$ cat config.mk
export PLATFORM = sky130hd
export DESIGN_NAME = image_uart_tx
export DESIGN_NICKNAME = d
export VERILOG_FILES = /design/src/rtl/image_uart_tx.sv
export SDC_FILE = /design/constraint.sdc
export NUM_CORES = 1
export LEC_CHECK = 0
export ABC_AREA = 1
export ABC_CLOCK_PERIOD_IN_PS = 4200
export CAP_MARGIN = 20
export CORE_ASPECT_RATIO = 0.8
export CORE_MARGIN = 1.5
export CORE_UTILIZATION = 60
export CTS_CLUSTER_SIZE = 10
export DETAILED_ROUTE_END_ITERATION = 12
export GPL_TIMING_DRIVEN = 0
export PLACE_DENSITY = 0.77
export SLEW_MARGIN = 40
export SYNTH_ARGS = -nofsm -noshare
export SYNTH_HDL_FRONTEND = slang
export SYNTH_SLANG_ARGS = --single-unit
$ cat constraint.sdc
create_clock -name clk -period 4.2 [get_ports clk]
set_clock_uncertainty 0.15 [all_clocks]
set_input_delay 1.26 -clock clk [delete_from_list [all_inputs] [get_ports clk]]
set_output_delay 1.26 -clock clk [all_outputs]
set_load 0.02 [all_outputs]
$ cat src/rtl/image_uart_tx.sv
`default_nettype none
// ============================================================================
// Module   : image_uart_tx
// Purpose  : Output stage for processed image pixels. Bytes arrive over a
//            valid/ready handshake, are buffered in a circular FIFO and sent
//            on a UART line (8N1, LSB first). A one-cycle frame_done pulse
//            marks the end of every FRAME_PIXELS-byte frame on the line.
// Ports    : clk         system clock, rising edge
//            rst         asynchronous reset, active high
//            pix_data    pixel byte from the core
//            pix_valid   pix_data valid this cycle
//            pix_ready   FIFO can take a byte this cycle (combinational)
//            tx          UART serial line, idle high (registered)
//            fifo_count  bytes currently buffered (registered)
//            frame_done  one-cycle pulse when a frame's last stop bit ends
// Revision : 1.0  initial release
// ============================================================================
module image_uart_tx #(
  parameter int CLK_DIV      = 434,
  parameter int FIFO_DEPTH   = 16,
  parameter int FRAME_PIXELS = 65536
) (
  input  logic                          clk,
  input  logic                          rst,
  input  logic [7:0]                    pix_data,
  input  logic                          pix_valid,
  output logic                          pix_ready,
  output logic                          tx,
  output logic [$clog2(FIFO_DEPTH):0]   fifo_count,
  output logic                          frame_done
);

  localparam int PW = $clog2(FIFO_DEPTH);
  localparam int CW = PW + 1;
  localparam int BW = $clog2(CLK_DIV);
  localparam int FW = (FRAME_PIXELS > 1) ? $clog2(FRAME_PIXELS) : 1;

  localparam logic [BW-1:0] BAUD_LAST  = BW'(CLK_DIV - 1);
  localparam logic [FW-1:0] FRAME_LAST = FW'(FRAME_PIXELS - 1);
  localparam logic [CW-1:0] FIFO_FULL  = CW'(FIFO_DEPTH);

  typedef enum logic [1:0] {
    IDLE  = 2'd0,
    START = 2'd1,
    DATA  = 2'd2,
    STOP  = 2'd3
  } state_t;

  // --------------------------------------------------------------------------
  // Pixel FIFO
  // --------------------------------------------------------------------------
  logic [7:0]    mem [FIFO_DEPTH];
  logic [PW-1:0] wr_ptr;
  logic [PW-1:0] rd_ptr;
  logic          push;
  logic          pop;
  logic [7:0]    head;

  // Readiness looks only at the registered count, so a pop in the same cycle
  // never makes room for a write: a full FIFO always refuses.
  assign pix_ready = !rst && (fifo_count < FIFO_FULL);
  assign push      = pix_valid && pix_ready;
  assign head      = mem[rd_ptr];

  always_ff @(posedge clk) begin
    if (push) begin
      mem[wr_ptr] <= pix_data;
    end
  end

  always_ff @(posedge clk or posedge rst) begin
    if (rst) begin
      wr_ptr     <= '0;
      rd_ptr     <= '0;
      fifo_count <= '0;
    end else begin
      // Pointers are PW bits wide, so they wrap at FIFO_DEPTH on their own.
      if (push) wr_ptr <= wr_ptr + PW'(1);
      if (pop)  rd_ptr <= rd_ptr + PW'(1);
      case ({push, pop})
        2'b10:   fifo_count <= fifo_count + CW'(1);
        2'b01:   fifo_count <= fifo_count - CW'(1);
        default: fifo_count <= fifo_count;
      endcase
    end
  end

  // --------------------------------------------------------------------------
  // UART transmitter FSM
  // --------------------------------------------------------------------------
  state_t        state, state_n;
  logic [BW-1:0] baud, baud_n;
  logic [2:0]    bit_idx, bit_idx_n;
  logic [7:0]    shift, shift_n;
  logic [FW-1:0] frame_cnt, frame_cnt_n;
  logic          tx_n;
  logic          frame_done_n;
  logic          baud_end;

  assign baud_end = (baud == BAUD_LAST);

  always_ff @(posedge clk or posedge rst) begin
    if (rst) begin
      state      <= IDLE;
      baud       <= '0;
      bit_idx    <= '0;
      shift      <= '0;
      frame_cnt  <= '0;
      tx         <= 1'b1;
      frame_done <= 1'b0;
    end else begin
      state      <= state_n;
      baud       <= baud_n;
      bit_idx    <= bit_idx_n;
      shift      <= shift_n;
      frame_cnt  <= frame_cnt_n;
      tx         <= tx_n;
      frame_done <= frame_done_n;
    end
  end

  always_comb begin
    state_n      = state;
    baud_n       = baud;
    bit_idx_n    = bit_idx;
    shift_n      = shift;
    frame_cnt_n  = frame_cnt;
    tx_n         = tx;
    frame_done_n = 1'b0;
    pop          = 1'b0;

    case (state)
      IDLE: begin
        tx_n   = 1'b1;
        baud_n = '0;
        if (fifo_count != '0) begin
          pop     = 1'b1;
          shift_n = head;
          tx_n    = 1'b0;
          state_n = START;
        end
      end

      START: begin
        if (baud_end) begin
          baud_n    = '0;
          bit_idx_n = 3'd0;
          tx_n      = shift[0];
          state_n   = DATA;
        end else begin
          baud_n = baud + BW'(1);
        end
      end

      DATA: begin
        if (baud_end) begin
          baud_n = '0;
          if (bit_idx == 3'd7) begin
            tx_n    = 1'b1;
            state_n = STOP;
          end else begin
            // The next bit to drive is shift[1], i.e. bit 0 after the shift.
            shift_n   = {1'b0, shift[7:1]};
            tx_n      = shift[1];
            bit_idx_n = bit_idx + 3'd1;
          end
        end else begin
          baud_n = baud + BW'(1);
        end
      end

      STOP: begin
        if (baud_end) begin
          baud_n = '0;
          if (frame_cnt == FRAME_LAST) begin
            frame_done_n = 1'b1;
            frame_cnt_n  = '0;
          end else begin
            frame_cnt_n = frame_cnt + FW'(1);
          end
          // Chain straight into the next start bit when data is waiting.
          if (fifo_count != '0) begin
            pop     = 1'b1;
            shift_n = head;
            tx_n    = 1'b0;
            state_n = START;
          end else begin
            state_n = IDLE;
          end
        end else begin
          baud_n = baud + BW'(1);
        end
      end

      default: begin
        tx_n    = 1'b1;
        baud_n  = '0;
        state_n = IDLE;
      end
    endcase
  end

endmodule
`default_nettype wire

======== Word-level counts from Yosys, hierarchy flattened ========
Memory sizes are Yosys's and may differ from the RTL's.
Index checks and enable logic that the tools add are counted.
cells by class
  equal/unequal tests ..................... 15
  $add $sub $neg .......................... 7
  multiply operators ...................... 0
  shift operators ......................... 0
  muxes and demuxes ....................... 35
  div/mod/pow operators ................... 0
  magnitude comparators ................... 1
  reduce and logical (&&, ||, !) cells .... 14
  bitwise gates (word level) .............. 0
operators by type and width
  operator                                                             number
  8-bit two-way mux                                                    4
  8-bit case mux with 3 select lines                                   1
  9-bit case mux with 2 select lines                                   1
  16-bit by 1-bit adder with 16-bit output (second input constant)     1
  16-bit equality test (second input constant)                         1
  16-bit two-way mux                                                   1
  1-bit two-way mux                                                    14
  2-bit != test (second input constant)                                7
  4-bit AND reduction                                                  3
  2-bit two-way mux                                                    5
  5-bit case mux with 2 select lines                                   1
  9-bit by 1-bit adder with 9-bit output (second input constant)       1
  9-bit equality test (second input constant)                          1
  3-bit two-way mux                                                    3
  9-bit two-way mux                                                    1
  4-bit by 1-bit adder with 4-bit output (second input constant)       2
  2-bit case mux with 4 select lines                                   1
  2-bit equality test (second input constant)                          3
  3-bit case mux with 2 select lines                                   1
  5-bit by 1-bit adder with 5-bit output (second input constant)       1
  5-bit < comparator (second input constant)                           1
  5-bit AND reduction                                                  1
  5-bit nonzero test                                                   1
  5-bit by 1-bit subtractor with 5-bit output (second input constant)  1
  12 further kinds                                                     15
word-level totals
  memory bits (writable) .................. 128
  bits in registers ....................... 53
  memory bits (read-only) ................. 0
  logic and storage cells ................. 83
  bits of input ports ..................... 11
  latch bits .............................. 0
  memories ................................ 1
memories
  memory  depth  width  read ports  clocked after memory_dff  write ports  line  source
  mem     16     8      1           0                         1            52    logic [7:0] mem [FIFO_DEPTH];

======== Longest topological paths before layout ========
Gate-level depths: netlist (run 1).
  depth after elaboration ................. 6
  depth in mapped cells ................... 16
  depth with buffers taken out ............ 16

======== Worst setup path after synthesis (run 1) ========
No wires, ideal clock.
  path kind ............................... input -> register
  start ................................... input rst
  end ..................................... register fifo_count[4]
  setup time .............................. 0.083 ns
  arrival time ............................ 2.936 ns
  path slack .............................. 1.031 ns
  data required time ...................... 3.967 ns
  cell stages on the path ................. 10
  path buffers ............................ 0
  cells stage by stage .................... nor2_1 > nand2_1 > ha_1 > ha_1 > nand2_1 > nand2_1 > a21oi_1 > xor2_1 > nand2_1 > o21ai_0
between the ends
  longest elaborated chain between the ends .. 5
RTL lines
  what                                                                                          line  source
  start, declared                                                                               24    input logic rst,
  1-bit zero test (no line) *                                                                   -
  1-bit logical AND *                                                                           61    assign pix_ready = !rst && (fifo_count < FIFO_FULL);
  1-bit logical AND *                                                                           62    assign push = pix_valid && pix_ready;
  2-bit by 1-bit equality test with 1-bit output / 2-bit equality test (equally long branches)  80    case ({push, pop})
  5-bit case mux with 2 select lines / 2-bit nonzero test (equally long branches)               -
  end signal, assigned                                                                          81    2'b10: fifo_count <= fifo_count + CW'(1);
  end signal, assigned                                                                          82    2'b01: fifo_count <= fifo_count - CW'(1);
  end signal, assigned                                                                          83    default: fifo_count <= fifo_count;
  end, declared                                                                                 29    output logic [$clog2(FIFO_DEPTH):0] fifo_count,
Every way passes the cells marked *; elsewhere a longest branch is shown, timed or not.
A chain may end at the register's enable or synchronous reset.

======== Final worst setup path (run 1) ========
  start ................................... input rst
  end ..................................... output pix_ready
between the ends
  longest elaborated chain between the ends .. 2
RTL lines
  what                       line  source
  1-bit zero test (no line)  -
  1-bit logical AND          61
  end, declared              27    output logic pix_ready,
No other way between the ends.

==> results of run 1 <==
==> per-layer routing <==
metal,global-route usage,up-vias
met4,0.0876,0
met3,0.0632,33
met2,0.412,296
met5,0,-
met1,0.393,2859
li1,-,2917
==> cell type report <==
cell class / instances / area (um2)
sequential: 181 / 5170
clock inverter: 11 / 158
fill: 1023 / 4170
tap: 180 / 225
buffer: 26 / 146
inverter: 81 / 307
clock buffer: 21 / 450
timing repair buffer: 19 / 200
multi-input combinational: 579 / 2770
==> stage by stage <==
stage,power (mW),cell area (um2),setup WS [ns]
5_1_grt,6.44,9430,0.195
6_report,6.10,9430,0.283
4_1_cts,6.07,9430,0.274
2_1_floorplan,3.76,8380,1.03
3_5_place_dp,4.42,8820,0.281
3_3_place_gp,4.34,8790,0.362
==> cell usage in the layout, fill, tap and decap left out, drive strengths merged, types with 13 or more instances in the layout <==
cell type      netlist  layout
buf                 22      23
clkbuf               4      25
clkdlybuf4s50        0      18
dfrtp               52      52
edfxtp             128     128
ha                  19      19
inv                 81      81
nand2              280     280
nand3               75      75
nor2               108     108
nor3                13      13
o21ai               36      36
==> worst reg2reg max path, stage by stage (launching register included) <==
cell and delay (ns):
dfrtp_1 0.40, inv_1 0.06, ha_1 0.13, nand2_1 0.07
nor2_2 0.19, nand3_2 0.15, a21oi_4 0.32, ha_1 0.34
inv_1 0.08, fa_1 0.35, inv_1 0.08, nand2_1 0.07
nand2_1 0.06, a21oi_1 0.07, xor2_1 0.15, nand2_1 0.06
o21ai_0 0.07
==> sequential cells by signal (all words and copies together) (netlist names) <==
| signal | cells |
|---|---|
| rd_ptr | 4 |
| tx | 1 |
| baud | 9 |
| wr_ptr | 4 |
| state | 2 |
| fifo_count | 5 |
| mem | 128 |
| bit_idx | 3 |
| frame_cnt | 16 |
| shift | 8 |
| frame_done | 1 |
==> worst paths after layout <==
check,slack (ns),cells after the start,start,to
min in group asynchronous,1.06,2,rst,wr_ptr[2]
max in group asynchronous,2.37,3,rst,shift[4]
max reg2reg,1.27,16,baud[1],fifo_count[4]
max,0.28,3,rst,pix_ready
min,0.33,2,shift[3],shift[3]
min reg2reg,0.33,2,shift[3],shift[3]
==> kinds of logic after synthesis <==
family / share of synthesized area
simple gates: 0.249
fa+ha+maj: 0.0307
buf+inv: 0.0537
xor+xnor: 0.0178
compound gates: 0.0319
flops: 0.617
==> power breakdown <==
group	switching (mW)	internal, mW	total (mW)
Combinational	1.51	0.715	2.22
Clock	0.642	1.00	1.65
Sequential	0.134	2.10	2.23
Total	2.28	3.82	6.10
==> cell usage after synthesis, types with 3 or more instances <==
cell type / count / area, um2
a21oi_1: 6 / 30.0
buf_2: 15 / 75.1
buf_4: 4 / 30.0
clkbuf_1: 4 / 15.0
dfrtp_1: 52 / 1300
edfxtp_1: 128 / 3840
ha_1: 19 / 238
inv_1: 73 / 274
inv_2: 8 / 30.0
nand2_1: 278 / 1040
nand3_1: 73 / 365
nand4_1: 11 / 68.8
nor2_1: 102 / 383
nor2_2: 3 / 18.8
nor2_4: 3 / 33.8
nor3_1: 12 / 60.1
nor3b_1: 4 / 30.0
o21ai_0: 28 / 140
o21ai_1: 7 / 35.0
xnor2_1: 6 / 52.6
xor2_1: 11 / 96.3
==> metrics.txt, run 1 <==
Cell Rows=38; Die H=109 um; crit path kind=input port to output pin; wl on met1=8390 um; Total Routing Usage GR=0.272; Final min period=3.92 ns; power density over cell area=647 nW/um2; startpoint types=input port; Slew HR=0.443; Final Slew Violations=0; sum of negative setup slack=0 ns; Critical Path RT=2.79 ns; vias in the first global route=5708; Post-synth EDFFs=128; Post-synth ARST share=0.293; floorplan core area=13600 um2; layout cells sized above 1=0.0828; Avg Vias per Cell=5.56; largest net degree at the start of global routing=30; worst-margin pin slew=0.832 ns; crit-path cells=clkdlybuf4s50_1 > nor2_1 > clkdlybuf4s50_1; synthesized area per cell=9.67 um2; Cell variety after synth=39; register area share after synthesis=0.617; maximum vdd ir drop=528 uV; Final Util=0.694; clk root buf=clkbuf_16; fin crit share=0.933; RSZ-0062 raised after global routing=false; Worst path slowest cell=clkdlybuf4s50_1; H-tree depth=4; YS warnings=0; # clock sinks=181; Buffers & Inverters on Critical Path=2; DRT iter0 DRCs=751; DRC=0; Die ar.=14700 um2; Placer Congestion=0.885; hold slack=0.332 ns; total gr overflow=0; Synth Register Bits=181; number of diodes=0; CTS Buffer Depth=2; hold crit path type=flip-flop to flip-flop; first-pass GRT wire length=29600 um; CP max FO=2; Fin. Hold Viols=0; Port Buffers=18; dpl hpwl=12500 um; # placed instances=1066; maxcap violations=0; Post-Synthesis Cells=867; # Post-CTS Setup Buffers=0; Max stage delay on crit path=0.62 ns; metal2 WL=8430 um; FMAX=0.255 GHz; Synth Flop Type=edfxtp_1; Area Growth Syn to Fin=12.5%; CP Capture Type=output pin; Worst path top cell family by delay=buffers and inverters; mapped cell area=8380 um2; cts repair resizes=0; nets=936; syn_nets=898; top sig layer=met4; leakage power=4.02 nW; Worst Path Arrival=2.51 ns; clock slew at reported path FFs=0.06 ns; Initial Utilization=0.616; CP most frequent cell=clkdlybuf4s50_1; TritonRoute pass-1 iters=5; run status=completed; Ports=19; antenna violations before repair=0; Worst-Skew Late Latency=0.43 ns; CTS tree=yes; Die X=135 um; CTS Buf Count=17; vias=6105; routed wl met3=1680 um; Post-Route WL=18900 um; final antenna-violating net count=0; final non-filler cell total=1098; Setup violations, final=0; Routed wire per std cell=17.2 um; Hold-fix buffers, CTS=0
No activity file was read; power rests on OpenSTA's default activity.
==> inputs of run 2 (changes only) <==
- GPL_ROUTABILITY_DRIVEN: not set -> 0
- SKIP_CTS_REPAIR_TIMING: not set -> 1
==> results of run 2 <==
Same layout as run 1: the final DEF is identical, and so are final timing and power.
==> inputs of run 3 (changes only) <==
--- a/config.mk
+++ b/config.mk
@@ -14,9 +14,8 @@
 export CTS_CLUSTER_SIZE = 10
 export DETAILED_ROUTE_END_ITERATION = 12
-export GPL_ROUTABILITY_DRIVEN = 0
 export GPL_TIMING_DRIVEN = 0
 export PLACE_DENSITY = 0.77
 export SKIP_CTS_REPAIR_TIMING = 1
-export SLEW_MARGIN = 40
+export SLEW_MARGIN = 20
 export SYNTH_ARGS = -nofsm -noshare
 export SYNTH_HDL_FRONTEND = slang
==> constraint.sdc (replaced) <==
create_clock -name clk -period 4.2 [get_ports clk]
set_clock_uncertainty 0.15 [all_clocks]
set_input_delay 0.84 -clock clk [delete_from_list [all_inputs] [get_ports clk]]
set_output_delay 0.84 -clock clk [all_outputs]
set_load 0.02 [all_outputs]
==> metrics.txt, run 3 (same netlist as run 1, synthesis figures left out) <==
run status=completed; number of diodes=0 (unchanged); Cell Rows=38 (unchanged); Area Growth Syn to Fin=11.6%; TritonRoute pass-1 iters=5 (unchanged); leakage power=3.97 nW (-1.2%); WHS Path Cells=2 (unchanged); Die X=135 um (unchanged); Initial Utilization=0.616 (unchanged); Worst R2R Path Depth=16 (unchanged); RSZ-0062 raised after global routing=false; Ports=19 (unchanged); layout cells sized above 1=0.0796 (-0.00318); top flop regs=mem x128, frame_cnt x16, baud x9; total gr overflow=0 (unchanged); Final min period=3.07 ns (-0.844 ns); Final Util=0.688 (-0.00580); CTS tree=yes; DRT iter0 DRCs=735 (-2.1%); Routed wire per std cell=17.2 um (+0.22%); maxcap violations=0 (unchanged); Slew HR=0.429 (-0.0139); dpl hpwl=12400 um (-1.0%); final antenna-violating net count=0 (unchanged); Final Slew Violations=0 (unchanged); Die H=109 um (unchanged); Largest register FFs=128 (unchanged); Port Buffers=18 (unchanged); Critical R2R Launch=baud[1]; CP max FO=2 (unchanged); first-pass GRT wire length=29500 um (-0.19%); CTS Buffer Depth=2 (unchanged); clk root buf=clkbuf_16; power density over cell area=637 nW/um2 (-1.6%); Placer Congestion=0.885; # placed instances=1065 (-0.094%); Hold Path Sink=shift[4]; Fin. Hold Viols=0 (unchanged); reg2reg end=fifo_count[4]; Post-Route WL=18900 um (+0.13%); Worst Path Arrival=2.08 ns (-0.43 ns); H-tree depth=4 (unchanged); sum of negative setup slack=0 ns (unchanged); largest net degree at the start of global routing=54 (+80%); Critical Path RT=3.21 ns (+0.42 ns); clock slew at reported path FFs=0.06 ns (about the same); startpoint types=input port; FMAX=0.325 GHz (+27%); Total Routing Usage GR=0.272 (+0.000537); CTS Buf Count=17 (unchanged); startpoint of the worst hold path=shift[4]; Die ar.=14700 um2 (unchanged); reg2reg setup slack=1.30 ns (+0.03 ns); most flop-heavy register=mem; crit path kind=input port to output pin; CP Capture Type=output pin; Setup violations, final=0 (unchanged); antenna violations before repair=0 (unchanged); maximum vdd ir drop=521 uV (-1.3%); nets=935 (-0.11%); commonest non-fill, non-tap cell in the layout=nand2_1; hold crit path type=flip-flop to flip-flop; DRC=0 (unchanged); Worst-Skew Late Latency=0.43 ns (about the same); # clock sinks=181 (unchanged); vias=6117 (+0.20%); commonest cells after routing, fill and taps aside=nand2_1, edfxtp_1, nor2_1; Avg Vias per Cell=5.58 (+0.29%); vias in the first global route=5646 (-1.1%); final non-filler cell total=1097 (-0.091%); floorplan core area=13600 um2 (unchanged); worst-margin pin slew=0.853 ns (+0.0208 ns); fin crit share=0.732 (-0.201)
## run 3: worst max-delay path by stage
stage,startpoint,to,cells past startpoint
final,rst,pix_ready,3
after global routing,rst,pix_ready,3
after floorplan,rst,fifo_count[4],10
after global placement,rst,frame_cnt[9],2
after detailed placement,rst,fifo_count[4],13
after CTS,rst,pix_ready,3
## run 3: area by class of cell
cell class | instances | area [um2]
plain buffers | 26 | 146
clock buffers | 20 | 437
clock inverters | 12 | 115
fillers | 1023 | 4250
inverters | 81 | 307
multi-input cells | 579 | 2770
flip-flops and latches | 181 | 5170
well taps | 180 | 225
repair buffers | 18 | 180
## run 3: critical path: stages
cell and delay (ns):
clkdlybuf4s50_1 0.46, nor2_1 0.16, clkdlybuf4s50_1 0.62
## run 3: through the flow
| step | hold slack [ns] | area [um2] | power, mW | worst slack, ns |
|---|---|---|---|---|
| after CTS | 0.333 | 9350 | 5.94 | 1.12 |
| after global routing | 0.348 | 9350 | 6.30 | 1.03 |
| after floorplan | 0.299 | 8380 | 3.76 | 1.45 |
| final | 0.331 | 9350 | 5.95 | 1.13 |
| after detailed placement | 0.315 | 8800 | 4.42 | 0.922 |
| after global placement | 0.312 | 8790 | 4.34 | 0.820 |
## run 3: where the power goes
group	internal [mW]	switching, mW	total, mW
sequential	2.10	0.132	2.23
clock	0.865	0.638	1.50
combinational	0.712	1.51	2.22
## run 3: metal layers
layer / global-route usage / wire [um]
met1: 0.394 / 8210
met3: 0.0674 / 1760
met5: 0 / 0
met4: 0.0868 / 345
met2: 0.410 / 8570
